`config.mk`:
```
export PLATFORM = sky130hd
export DESIGN_NAME = sync_pulse_arbiter
export DESIGN_NICKNAME = d
export VERILOG_FILES = /design/src/rtl/sync_pulse_arbiter_pkg.sv /design/src/rtl/sync_pulse_arbiter_rr_arbiter.sv /design/src/rtl/sync_pulse_arbiter.sv
export SDC_FILE = /design/constraint.sdc
export NUM_CORES = 1
export LEC_CHECK = 0
export ABC_AREA = 1
export ABC_CLOCK_PERIOD_IN_PS = 6150
export CELL_PAD_IN_SITES_DETAIL_PLACEMENT = 0
export CELL_PAD_IN_SITES_GLOBAL_PLACEMENT = 1
export CORE_MARGIN = 2
export CORE_UTILIZATION = 27
export DETAILED_ROUTE_END_ITERATION = 8
export PLACE_DENSITY_LB_ADDON = 0.1
export SLEW_MARGIN = 10
export SYNTH_ARGS = -nofsm -noshare
export SYNTH_HDL_FRONTEND = slang
export SYNTH_SLANG_ARGS = --single-unit
```
`constraint.sdc`:
```
create_clock -name clk_slow -period 6.15 [get_ports clk_slow]
set_clock_uncertainty 0.2 [all_clocks]
set_input_delay 0.9225 -clock clk_slow [delete_from_list [all_inputs] [get_ports clk_slow]]
set_output_delay 0.9225 -clock clk_slow [all_outputs]
set_load 0.05 [all_outputs]
```
`src/rtl/sync_pulse_arbiter_pkg.sv`:
```
// Shared types and helpers for the slow-to-fast pulse synchronizer arbiter.
package sync_pulse_arbiter_pkg;

    // Transfer sequencing: grant, stretched pulse, optional ack wait, optional gap.
    typedef enum logic [1:0] {
        StIdle    = 2'd0,
        StHold    = 2'd1,
        StWaitAck = 2'd2,
        StGap     = 2'd3
    } arb_state_e;

    // Ceiling log2, never below 1 so vectors built from it stay legal.
    function automatic int unsigned clog2(input int unsigned value);
        int unsigned r;
        r = 0;
        while ((64'd1 << r) < 64'(value)) begin
            r++;
        end
        return (r == 0) ? 1 : r;
    endfunction

endpackage

```
`src/rtl/sync_pulse_arbiter_rr_arbiter.sv`:
```
// Combinational round-robin picker: first set request after ptr, with wrap.
module rr_arbiter
    import sync_pulse_arbiter_pkg::*;
#(
    parameter int unsigned N = 4,
    localparam int unsigned IdW = clog2(N)
) (
    input  logic [N-1:0]   req_i,
    input  logic [IdW-1:0] ptr_i,
    output logic [N-1:0]   gnt_o,
    output logic [IdW-1:0] idx_o
);

    logic found;

    // Scan ptr+1 .. ptr+N modulo N; the last-granted index has lowest priority.
    always_comb begin
        gnt_o = '0;
        idx_o = '0;
        found = 1'b0;
        for (int unsigned k = 1; k <= N; k++) begin
            int unsigned j;
            j = (32'(ptr_i) + k) % N;
            if (!found && req_i[j]) begin
                found    = 1'b1;
                gnt_o[j] = 1'b1;
                idx_o    = IdW'(j);
            end
        end
    end

endmodule

```
`src/rtl/sync_pulse_arbiter.sv`:
```
// Shares one slow-to-fast pulse synchronizer among N_REQ slow-domain requesters.
module sync_pulse_arbiter
    import sync_pulse_arbiter_pkg::*;
#(
    parameter int unsigned N_REQ    = 4,
    parameter int unsigned HOLD_CYC = 2,
    parameter int unsigned GAP_CYC  = 1,
    parameter bit          ACK_EN   = 1'b1,
    parameter int unsigned TO_CYC   = 15,
    localparam int unsigned ID_W    = clog2(N_REQ)
) (
    input  logic             clk_slow,
    input  logic             rst_n,
    input  logic [N_REQ-1:0] req_in,
    input  logic             sync_ack,
    output logic             sync_pulse,
    output logic [ID_W-1:0]  sync_id,
    output logic [N_REQ-1:0] grant,
    output logic             busy,
    output logic [N_REQ-1:0] pending,
    output logic [N_REQ-1:0] coalesce,
    output logic             done_vld,
    output logic [ID_W-1:0]  done_id,
    output logic             done_err
);

    localparam int unsigned CntMax0 = (HOLD_CYC > TO_CYC) ? HOLD_CYC : TO_CYC;
    localparam int unsigned CntMax  = (CntMax0 > GAP_CYC) ? CntMax0 : GAP_CYC;
    localparam int unsigned CntW    = clog2(CntMax + 1);
    localparam logic [CntW-1:0] HoldLoad = CntW'(HOLD_CYC - 1);
    localparam logic [CntW-1:0] ToLoad   = CntW'(TO_CYC - 1);
    localparam logic [CntW-1:0] GapLoad  = (GAP_CYC > 0) ? CntW'(GAP_CYC - 1) : '0;

    arb_state_e       state_q, state_d;
    logic [CntW-1:0]  cnt_q, cnt_d;
    logic [ID_W-1:0]  ptr_q, ptr_d;
    logic [ID_W-1:0]  owner_q, owner_d;
    logic [N_REQ-1:0] pending_q, pending_d;
    logic [N_REQ-1:0] coalesce_q, coalesce_d;
    logic             pulse_q, pulse_d;
    logic [ID_W-1:0]  sync_id_q, sync_id_d;
    logic [N_REQ-1:0] grant_q, grant_d;
    logic             done_vld_q, done_vld_d;
    logic [ID_W-1:0]  done_id_q, done_id_d;
    logic             done_err_q, done_err_d;

    logic [N_REQ-1:0] arb_gnt;
    logic [ID_W-1:0]  arb_idx;
    logic [N_REQ-1:0] clr;
    logic             fin;
    logic             fin_err;

    rr_arbiter #(
        .N (N_REQ)
    ) u_rr (
        .req_i (pending_q),
        .ptr_i (ptr_q),
        .gnt_o (arb_gnt),
        .idx_o (arb_idx)
    );

    // Next-state: FSM, shared down-counter, pending/coalesce, registered outputs.
    always_comb begin
        state_d    = state_q;
        cnt_d      = cnt_q;
        ptr_d      = ptr_q;
        owner_d    = owner_q;
        grant_d    = grant_q;
        pulse_d    = 1'b0;
        sync_id_d  = '0;
        done_vld_d = 1'b0;
        done_id_d  = '0;
        done_err_d = 1'b0;
        clr        = '0;
        fin        = 1'b0;
        fin_err    = 1'b0;

        unique case (state_q)
            StIdle: begin
                grant_d = '0;
                if (|pending_q) begin
                    state_d   = StHold;
                    cnt_d     = HoldLoad;
                    clr       = arb_gnt;
                    ptr_d     = arb_idx;
                    owner_d   = arb_idx;
                    grant_d   = arb_gnt;
                    pulse_d   = 1'b1;
                    sync_id_d = arb_idx;
                end
            end
            StHold: begin
                if (cnt_q == '0) begin
                    if (ACK_EN) begin
                        state_d = StWaitAck;
                        cnt_d   = ToLoad;
                    end else begin
                        fin = 1'b1;
                    end
                end else begin
                    cnt_d     = cnt_q - 1'b1;
                    pulse_d   = 1'b1;
                    sync_id_d = owner_q;
                end
            end
            StWaitAck: begin
                // An ack on the expiry cycle still counts as success.
                if (sync_ack) begin
                    fin = 1'b1;
                end else if (cnt_q == '0) begin
                    fin     = 1'b1;
                    fin_err = 1'b1;
                end else begin
                    cnt_d = cnt_q - 1'b1;
                end
            end
            StGap: begin
                if (cnt_q == '0) begin
                    state_d = StIdle;
                end else begin
                    cnt_d = cnt_q - 1'b1;
                end
            end
            default: state_d = StIdle;
        endcase

        if (fin) begin
            done_vld_d = 1'b1;
            done_id_d  = owner_q;
            done_err_d = fin_err;
            grant_d    = '0;
            if (GAP_CYC > 0) begin
                state_d = StGap;
                cnt_d   = GapLoad;
            end else begin
                state_d = StIdle;
            end
        end

        // A request arriving on its own grant edge survives the clear.
        pending_d  = (pending_q & ~clr) | req_in;
        coalesce_d = req_in & pending_q & ~clr;
    end

    // State register with synchronous active-low reset; reset aborts without done_vld.
    always_ff @(posedge clk_slow) begin
        if (!rst_n) begin
            state_q    <= StIdle;
            cnt_q      <= '0;
            ptr_q      <= ID_W'(N_REQ - 1);
            owner_q    <= '0;
            pending_q  <= '0;
            coalesce_q <= '0;
            pulse_q    <= 1'b0;
            sync_id_q  <= '0;
            grant_q    <= '0;
            done_vld_q <= 1'b0;
            done_id_q  <= '0;
            done_err_q <= 1'b0;
        end else begin
            state_q    <= state_d;
            cnt_q      <= cnt_d;
            ptr_q      <= ptr_d;
            owner_q    <= owner_d;
            pending_q  <= pending_d;
            coalesce_q <= coalesce_d;
            pulse_q    <= pulse_d;
            sync_id_q  <= sync_id_d;
            grant_q    <= grant_d;
            done_vld_q <= done_vld_d;
            done_id_q  <= done_id_d;
            done_err_q <= done_err_d;
        end
    end

    assign sync_pulse = pulse_q;
    assign sync_id    = sync_id_q;
    assign grant      = grant_q;
    assign busy       = (state_q != StIdle);
    assign pending    = pending_q;
    assign coalesce   = coalesce_q;
    assign done_vld   = done_vld_q;
    assign done_id    = done_id_q;
    assign done_err   = done_err_q;

endmodule

```
==> results of run 1 <==
Yosys cell counts:
cell type / count / area share [%]
a21oi_1: 15 / 4.9
nand3_1: 13 / 4.3
nand3_2: 4 / 2.6
inv_2: 1 / 0.25
a21boi_0: 1 / 0.49
nor3_1: 3 / 0.98
a221oi_1: 1 / 0.57
xor2_1: 1 / 0.57
o21ai_0: 2 / 0.65
a21oi_2: 1 / 0.57
ha_1: 9 / 7.4
a31oi_1: 2 / 0.82
nor2_4: 2 / 1.5
dfxtp_1: 29 / 38
o21bai_1: 1 / 0.49
nor2_2: 1 / 0.41
nand2_2: 4 / 1.6
inv_1: 35 / 8.6
nand2_4: 2 / 1.5
nor2_1: 17 / 4.2
o21ai_1: 3 / 0.98
o31ai_1: 1 / 0.49
buf_1: 1 / 0.25
nand4_1: 5 / 2.0
nand2_1: 63 / 15
a211oi_1: 1 / 0.49
per-stage QoR:
| stage | setup slack, ps | area, um2 |
|---|---|---|
| after floorplan | 4060 | 1530 |
| after global placement | 3380 | 1880 |
| after detailed placement | 3350 | 1880 |
| after CTS | 3030 | 1960 |
| after global routing | 2930 | 1960 |
| final | 3040 | 1960 |
state kept, by name, indices dropped and copies added, names as in the netlist:
register and flops:
cnt_q 4, coalesce 4, grant 4, pending 4, done_id 2, owner_q 2, ptr_q 2, state_q 2
sync_id 2, done_err 1, done_vld 1, sync_pulse 1
layer usage:
layer	GRT usage (%)	part of all wire, %
met1	17.8	52
met5	0	0
met3	3.18	3.2
met4	4.66	1.4
met2	20.1	43
where the power goes:
group          internal, uW  switching, uW
clock network          78.0           78.2
registers               245           52.3
logic                   214            450
total                   538            581
worst reg2reg max path, cell delays in order, from the launching register on:
cell and delay (ps):
dfxtp_1 610, inv_2 220, ha_1 400, inv_1 100, nand2_2 120, nand2_4 90, nor2_2 200, nand2_1 70
nand4_1 120, nand2_1 90, nand2_1 110, o21ai_1 60
final cells by class:
cell class | instances | area, um2
clock buffer | 5 | 68.8
clock inverter | 3 | 17.5
fill | 610 | 3510
inverter | 36 | 135
multi-input combinational | 152 | 810
sequential | 29 | 581
tap | 72 | 90.1
timing repair buffer | 26 | 260
worst min-delay path by stage:
stage	from	end
after floorplan	owner_q[0]	done_id[0]
after detailed placement	owner_q[0]	done_id[0]
after global routing	owner_q[0]	done_id[0]
after global placement	owner_q[1]	done_id[1]
after CTS	owner_q[0]	done_id[0]
final	owner_q[1]	done_id[1]
logic make-up (layout without fill, tap and decap cells):
family / Yosys count / in the layout
AOI/OAI and AO/OA: 28 / 28
xor gates and xnor gates: 1 / 1
adders and majority gates: 9 / 9
buffers and inverters: 37 / 70
DFF: 29 / 29
and+or+nand+nor: 114 / 114
==> impl_metrics.toml, run 1 <==
[synthesis]
yosys-mux-area-fraction_pct = 0
syn_area_um2 = 1530
ys.warnings.count = 0
synth-simple-area-share_pct = 34.5
synth_compound_area_share_pct = 10.5
avgSynthCellArea_um2 = 7.01
synthXorXnorAreaFrac_pct = 0.573
syn_inst = 218
yosys.area_share.adder_pct = 7.36
ys_seq_area_share_pct = 38.0
synth_fp_nets = 234
ys_seq_elements = 29
synth_top_family_by_area = "simple AND/OR/NAND/NOR gates"
yosys.cell_types.count = 26

[floorplan]
die_height_um = 79.3
die_x_um = 79.3
rows = 27
io_pins = 27
initial_core_util_pct = 27.9
die-area_um2 = 6280
core_um2 = 5470

[place]
dp_hpwl_mm = 2.85
io_buffers = 26
place.gp.congestion = 0.804
placed_cells = 315

[clocking]
root_buffer = "clkbuf_8"
cts_resized = 0
clk_pin_slew_ps = 70
htreeDepth = 2
holdBufCountCts = 0
cts.path.max_buffers = 2
cts.sinks = 29
clock_latency_ps = 280
post_cts_buffers = 0
numCtsBuffers = 5
cts_tree = "built"

[grt]
grt_use_total_pct = 13.1
grt_pass1_wl_mm = 6.34
grt_overflow = 0
grt_max_degree = 16
grt_pass1_vias = 1341
antenna_found_initial = 0

[finish]
final_cell_count_no_fill = 323
utilization_pct = 35.8
drive_above_1_share_pct = 9.16
area_growth_pct = 28.3
mostFrequentLayoutCell = "nand2_1"
layout_common_cells = "nand2_1 (63), inv_1 (35), dfxtp_1 (29), clkdlybuf4s50_1 (26), nor2_1 (17)"
fin_nets = 266
n_antenna_cell = 0

[power]
finalPower_uw = 1120
peakVddDrop_mv = 0.265
power_leakage_uw = 0.000896
power-per-cell-area_nw_per_um2 = 570

[timing]
drv_slew = 0
max_clock_freq_mhz = 321
max_slew_margin_pct = 65.3
min_period_ps = 3110
finalCritPeriodShare_pct = 50.6
worst_pin_slew_ps = 518
rsz0062_at_grt = "false"
setup_viol = 0
fin_tns_setup_ps = 0
hold_viol_final = 0
whs_ps = 247

[route]
drc_errors = 0
wl_per_cell_um = 12.0
vias = 1413
drt-vias-per-instance = 4.37
firstDrtPassIters = 4
ant_nets = 0
drt-total-wl_mm = 3.87
drt_iter0_markers = 57

[worst_setup_path]
crit_path_end_kind = "primary output"
reg2reg_setup_slack_ps = 3640
crit_family = "buffers and inverters"
endpoint = "busy"
crit_type = "flop to primary output"
crit-reg2reg-launch = "ptr_q[0]"
cp-start-kind = "flop"
crit_arrival_ps = 1990
worst-path-stages = 3
reg2reg_to = "pending[1]"
rr_worst_depth = 11
cp_slowest_cell = "clkdlybuf4s50_1"
critPathRequiredTime_ps = 5030
worst-path-buf-inv = 2
worstPathMaxFanout = 8
cpPeakStageDelay_ps = 740
critPathLaunch = "state_q[1]"
crit_chain = "nor2_1 -> inv_1 -> clkdlybuf4s50_1"

[flow_run]
max_cap_violations = 0

[hold_path]
hold_path.class = "flop to flop"
hold_depth = 2

[outcome]
status = "complete, no violations"
No activity file was read; power rests on OpenSTA's default activity.
==> run 2: changes to the inputs <==
ABC_CLOCK_PERIOD_IN_PS = 3000   (was 6150)
clock period = 3 ns   (was 6.15 ns; I/O delays follow)
==> run 2 against run 1 <==
Against the previous run:
- non-clock buffer count rose by 2
- sequential share of layout area down 0.22 points
- core utilization grew 0.27 points
- global-route usage increased by 0.38 points
- worst setup slack worse by 2600 ps
- first-iteration DRC count increased by 39%
- clock power grew 100%
- hold slack improved by 1.1 ps
- register-to-register slack lost 3000 ps
- sequential cell count unchanged
- total power rose by 100%
- critical endpoint unchanged
==> impl_metrics.toml, run 2 (synthesized netlist as in run 1, its figures left out) <==
[outcome]
status = "complete, no violations"

[worst_setup_path]
crit_chain = "nor2_1 -> buf_4 -> inv_1 -> clkdlybuf4s50_1"
crit_family = "buffers and inverters"
crit_type = "flop to primary output"
critPathRequiredTime_ps = 2350
crit_arrival_ps = 1880
crit_path_end_kind = "primary output"
worstPathMaxFanout = 8
cp_slowest_cell = "clkdlybuf4s50_1"
cp-start-kind = "flop"
worst-path-buf-inv = 3
cpPeakStageDelay_ps = 820

[grt]
gr-max-usage-layer = "met2"
antenna_found_initial = 0
met1_usage_pct = 18.2
grt_max_degree = 12
use_met2_pct = 20.2
grt_use_met3_pct = 3.52
grt_pass1_wl_mm = 6.53
grt_overflow = 0
grt_use_total_pct = 13.4
grt_pass1_vias = 1390

[floorplan]
rows = 27
die-area_um2 = 6280
initial_core_util_pct = 27.9
die_x_um = 79.3
io_pins = 27
die_height_um = 79.3
core_um2 = 5470

[route]
drc_errors = 0
drt-total-wl_mm = 3.82
vias = 1439
drt_iter0_markers = 79
ant_nets = 0
drt-vias-per-instance = 4.43
firstDrtPassIters = 4
wl_per_cell_um = 11.7

[clocking]
cts.sinks = 29
clk_pin_slew_ps = 70
cts.path.max_buffers = 2
holdBufCountCts = 0
post_cts_buffers = 0
cts_tree = "built"
numCtsBuffers = 5
root_buffer = "clkbuf_8"
clock_latency_ps = 280
htreeDepth = 2
cts_resized = 0

[timing]
max_clock_freq_mhz = 395
worst_pin_slew_ps = 504
rsz0062_at_grt = "false"
max_slew_margin_pct = 66.3
hold_viol_final = 0
setup_viol = 0
fin_tns_setup_ps = 0
finalCritPeriodShare_pct = 84.4
min_period_ps = 2530
drv_slew = 0
whs_ps = 248

[finish]
n_antenna_cell = 0
fillers = 603
fin_nets = 268
layout_common_cells = "nand2_1 (63), inv_1 (35), dfxtp_1 (29), clkdlybuf4s50_1 (26), nor2_1 (17)"
final_cell_count_no_fill = 325
drive_above_1_share_pct = 9.88
mostFrequentLayoutCell = "nand2_1"
area_growth_pct = 29.3

[hold_path]
hold_path.class = "flop to flop"

[power]
peakVddDrop_mv = 0.451
power_leakage_uw = 0.000905
power-per-cell-area_nw_per_um2 = 1160

[place]
io_buffers = 26
place.gp.congestion = 0.879
placed_cells = 317
dp_hpwl_mm = 2.92

[flow_run]
max_cap_violations = 0
[run 2: changes by cell type in the layout (fill, tap and decap cells not counted)]
cell and change:
buf_4 +2
[run 2: final timing paths]
kind / start / end / slack [ps] / cells past startpoint
max reg2reg: ptr_q[0] / sync_id[0] / 660 / 8
min: owner_q[1] / done_id[1] / 250 / 2
max: state_q[1] / busy / 470 / 4
min reg2reg: owner_q[1] / done_id[1] / 250 / 2
[run 2: stage by stage]
step	setup WS [ps]	power [uW]	instance area (um2)	utilization, %
3_3_place_gp	645	2030	1890	34.5
5_1_grt	374	2510	1980	36.1
6_report	469	2290	1980	36.1
3_5_place_dp	631	2000	1890	34.5
4_1_cts	450	2330	1980	36.1
2_1_floorplan	955	1620	1530	-
[run 2: layout make-up]
type	instances	area, um2	share of cell area [%]
tap	72	90.1	4.56
clock buffer	5	68.8	3.48
timing repair buffer	28	275	13.9
sequential	29	581	29.4
multi-input combinational	152	810	40.9
clock inverter	3	17.5	0.886
inverter	36	135	6.84
[run 2: report_power, final]
part,switching [uW],internal (uW)
registers,99.9,503
logic,916,452
clock network,157,160
total,1170,1120
[run 2: tightest hold or removal path: cells and delay by family, from the launching register on]
family        cells  cell delay [ps]
flops             1              320
buf+inv           1               50
simple gates      1               30
[run 2: routing by layer]
metal	vias up	share of wire (%)
li1	758	-
met1	645	50
met2	29	44
met3	7	4.6
met4	0	1.7
met5	-	0
==> RTL edit 1: new RTL, flow settings as in run 2 <==
Change the parameter `ACK_EN` from 1'b1 to 1'b0.
--- a/src/rtl/sync_pulse_arbiter.sv
+++ b/src/rtl/sync_pulse_arbiter.sv
@@ -5,7 +5,7 @@
     parameter int unsigned N_REQ    = 4,
     parameter int unsigned HOLD_CYC = 2,
     parameter int unsigned GAP_CYC  = 1,
-    parameter bit          ACK_EN   = 1'b1,
+    parameter bit          ACK_EN   = 1'b0,
     parameter int unsigned TO_CYC   = 15,
     localparam int unsigned ID_W    = clog2(N_REQ)
 ) (
Check against the original RTL: not equivalent (Yosys sat finds a counterexample within 10 cycles, from zero or initial values and one cycle with rst_n low).
==> RTL edit 1 against run 2 <==
Power grew 12%. Wire length shrank 2.8%. Combinational power is 15% higher. Global-route usage fell by 1.1 points. Synthesized cell count is 3.7% lower. Cell area up 6.3%. Setup slack worse by 0.19 ns. Sequential cell count unchanged. Clock power up 32%. Area after synthesis grew 5.7%. Largest cell class unchanged.
==> RTL edit 1: results (changes against run 2) <==
Run status
  – Status: finished, final reports clean

STA
  – Slew at the pin closest to its max-slew limit: 0.5025 ns (-0.001766 ns)

Global routing
  – Number of global-route vias before repair: 1296 (-6.8%)
  – Total GRT Usage: 0.1232 (-0.01126)

Drt
  – Vias per cell: 4.475 (+1.1%)
  – Drt initial violations: 81 (+2.5%)
  – Final WL: 3710 um (-2.8%)

Synth
  – Top cells by count, synth: nand2_1, dfxtp_1, nand3_1
  – Syn Area/Cell: 7.698 um2 (+9.8%)
  – Mapped Nets: 231 (-1.3%)
  – Leading cell types by total area after synthesis: dfxtp_1, nand2_1, ha_1, nand3_1, a21oi_1
  – Post-synthesis compound-gate area fraction: 0.1084 (+0.003613)

Layout
  – Fill cell total of the finished layout: 617 (+2.3%)
  – Inverter count: 24 (-33%)
  – ClkCell Share: 0.05714 (+0.01347)
  – CLK BUF: 6 (+1)
  – Seq area share: 0.2762 (-0.01748)
  – Share of cells above drive strength 1: 0.1592 (+0.06037)
  – Non-Clock Buffer Area Fraction: 0.1345 (-0.004717)
  – Multi-input gate area: 934.6 um2 (+15%)
  – Non-Clock Buffer Count: 29 (+3.6%)

Placed design
  – Setup Slack @ Placement: 0.5602 ns (-0.07098 ns)
  – Placed Cells: 312 (-1.6%)

Power
  – IR drop worst, VDD: 0.4660 mV (+3.3%)

Worst setup path
  – Worst Path Arrival: 2.07 ns (+0.19 ns)
==> RTL edit 1: critical path: cells and delay by family (launching register included) <==
kind | cells | cell delay (ns)
adders and majority gates | 1 | 0.32
buffers and inverters | 3 | 1.09
DFF | 1 | 0.40
==> RTL edit 1: worst paths after layout <==
| path | start | slack (ns) | to | depth (start not counted) |
|---|---|---|---|---|
| min reg2reg | owner_q[0]$_SDFFE_PN0P_ | 0.25 | done_id[0]$_SDFF_PN0_ | 2 |
| min | owner_q[0]$_SDFFE_PN0P_ | 0.25 | done_id[0]$_SDFF_PN0_ | 2 |
| max reg2reg | ptr_q[1]$_SDFFE_PN1P_ | 0.72 | ptr_q[1]$_SDFFE_PN1P_ | 13 |
| max | state_q[1]$_SDFFE_PN0P_ | 0.28 | busy | 4 |
==> RTL edit 1: where the power goes <==
part	leakage, nW	internal (W)	total, W	switching (W)
sequential	0.238	0.000503	0.000582	0.0000795
combinational	0.645	0.000517	0.00157	0.00106
clock	0.0574	0.000270	0.000418	0.000148
total	0.941	0.00129	0.00257	0.00128
==> RTL edit 2: new RTL, settings of run 2 <==
Made on the original files. Remove the register `pulse_q`: a continuous assignment takes its place, so the output `sync_pulse` follows one clock earlier.
--- a/src/rtl/sync_pulse_arbiter.sv
+++ b/src/rtl/sync_pulse_arbiter.sv
@@ -151,7 +151,6 @@
             owner_q    <= '0;
             pending_q  <= '0;
             coalesce_q <= '0;
-            pulse_q    <= 1'b0;
             sync_id_q  <= '0;
             grant_q    <= '0;
             done_vld_q <= 1'b0;
@@ -164,7 +163,6 @@
             owner_q    <= owner_d;
             pending_q  <= pending_d;
             coalesce_q <= coalesce_d;
-            pulse_q    <= pulse_d;
             sync_id_q  <= sync_id_d;
             grant_q    <= grant_d;
             done_vld_q <= done_vld_d;
@@ -172,6 +170,8 @@
             done_err_q <= done_err_d;
         end
     end
+
+    assign pulse_q = pulse_d;
 
     assign sync_pulse = pulse_q;
     assign sync_id    = sync_id_q;
Formal check against the unedited RTL: not equivalent (a bounded check fails within 4 cycles, from zero or initial values and one cycle with rst_n low).
==> RTL edit 2 against run 2 <==
Worst hold slack better by 0.0028 ns. Cell area is 4.5% higher. Area after synthesis rose by 5.7%. Power grew 9.5%. Sequential cell count decreased by 1. Fmax is 10% lower. Wire length shrank 0.92%. Register-to-register slack worse by 0.05 ns. Setup slack got worse by 0.29 ns. Critical path type unchanged. Largest cell class unchanged. Largest power group unchanged.
==> RTL edit 2: results (changes against run 2) <==
Layout
  – Nets: 269 (+0.37%)
  – Fill cell total of the finished layout: 605 (+0.33%)
  – Share of cells above drive strength 1: 0.1492 (+0.05038)
  – Area delta synth->final: 27.79%
  – Post-Layout Cell Count: 323 (-0.62%)

Synth
  – Sequential share of the synthesized area: 0.3467 (-0.03296)
  – Top cells by count, synth: nand2_1, dfxtp_1, inv_1
  – Post-synthesis compound-gate area fraction: 0.1200 (+0.01522)
  – Post-Synthesis Cells: 216 (-0.92%)
  – Distinct cell type count of the synthesized netlist: 34 (+31%)
  – Synth Area in Adders: 0.1006 (+0.02697)
  – Leading cell types by total area after synthesis: dfxtp_1, nand2_1, ha_1, inv_1, nand3_1
  – Mapped Nets: 236 (+0.85%)

CTS
  – H-tree depth: 1 (-1)
  – CTS buffer count: 3 (-2)
  – Clock transition at path regs: 0.10 ns (+0.03 ns)

Global routing
  – Met3 usage in global routing: 0.02556 (-0.009672)
  – Largest net degree at the start of global routing: 17 (+5)
  – Total GRT Usage: 0.1248 (-0.009696)
  – Global Route met2 Usage: 0.1861 (-0.01563)
  – First-pass GRT wire length: 6361 um (-2.6%)

Worst setup path
  – CP startpoint: state_q[0]$_SDFFE_PN0P_
  – Worst Path Max Fanout: 9 (+1)
  – CP max stage delay: 0.85 ns (+0.03 ns)
  – R2R setup slack: 0.61 ns (-0.05 ns)
  – RR Endpoint: ptr_q[1]$_SDFFE_PN1P_
  – Reg2Reg Launch Point: ptr_q[1]$_SDFFE_PN1P_
  – Worst Path Arrival: 2.17 ns (+0.29 ns)
  – Depth of the most critical reg-to-reg path: 12 (+4)

Drt
  – 1st-pass router iterations: 6 (+2)
  – Total number of vias: 1434 (-0.35%)
  – DR WL/cell: 11.71 um (-0.30%)
  – Met2 Wirelength: 1635 um (-3.0%)
  – Wire length on met1: 1919 um (+1.6%)
  – Met3 wire len: 176 um (+0.57%)
  – Drt initial violations: 72 (-8.9%)

Power
  – IR drop worst, VDD: 0.6750 mV (+50%)
  – Sw Ratio: 0.5129 (about the same)
  – Combinational share of power: 0.655 (+0.057)
  – Power Clock: 0.000298 W (-6%)
  – Sequential Power Share: 0.227 (-0.037)
  – Static Leak: 0.9240 nW (+2.1%)

Placed design
  – Area after DPL: 1994 um2 (+5.5%)
  – Placed wire-length estimate: 2956 um (+1.1%)
  – Setup Slack @ Placement: 0.4834 ns (-0.1478 ns)
  – Gp weighted congestion: 0.8300 (-5.6%)

STA
  – Slew headroom: 0.6560 (-0.006810)
  – Max Fclk: 354.9 MHz (-10%)
  – Fin Hold WS: 0.2508 ns (+0.002772 ns)

Run status
  – Status: finished, final reports clean
-- RTL edit 2: changes by cell type in the layout (fill, tap and decap cells not counted), moves of 3 or more --
| cell | delta |
|---|---|
| o21ai_0 | +3 |
| nand4_1 | -4 |
| nand2_2 | +6 |
| inv_1 | -9 |
| nand2_1 | -12 |
| nand3_1 | +6 |
| o211ai_1 | +3 |
| nor2_1 | -3 |
| ha_1 | +4 |
-- RTL edit 2: worst reg2reg max path, delay by kind of cell (launching register included) --
kind                     cells  cell delay, ns
AO/OA/AOI/OAI                2            0.19
adder cells (fa/ha/maj)      1            0.39
buffers and inverters        2            0.35
flip-flops                   1            0.48
AND/OR/NAND/NOR              7            0.69
-- RTL edit 2: layout make-up --
| class | instances | area share |
|---|---|---|
| Tap cell | 75 | 0.04543 |
| Clock inverter | 1 | 0.01454 |
| Timing Repair Buffer | 30 | 0.1454 |
| Sequential cell | 28 | 0.2714 |
| Clock buffer | 3 | 0.01999 |
| Multi-Input combinational cell | 158 | 0.4525 |
| Inverter | 28 | 0.05088 |
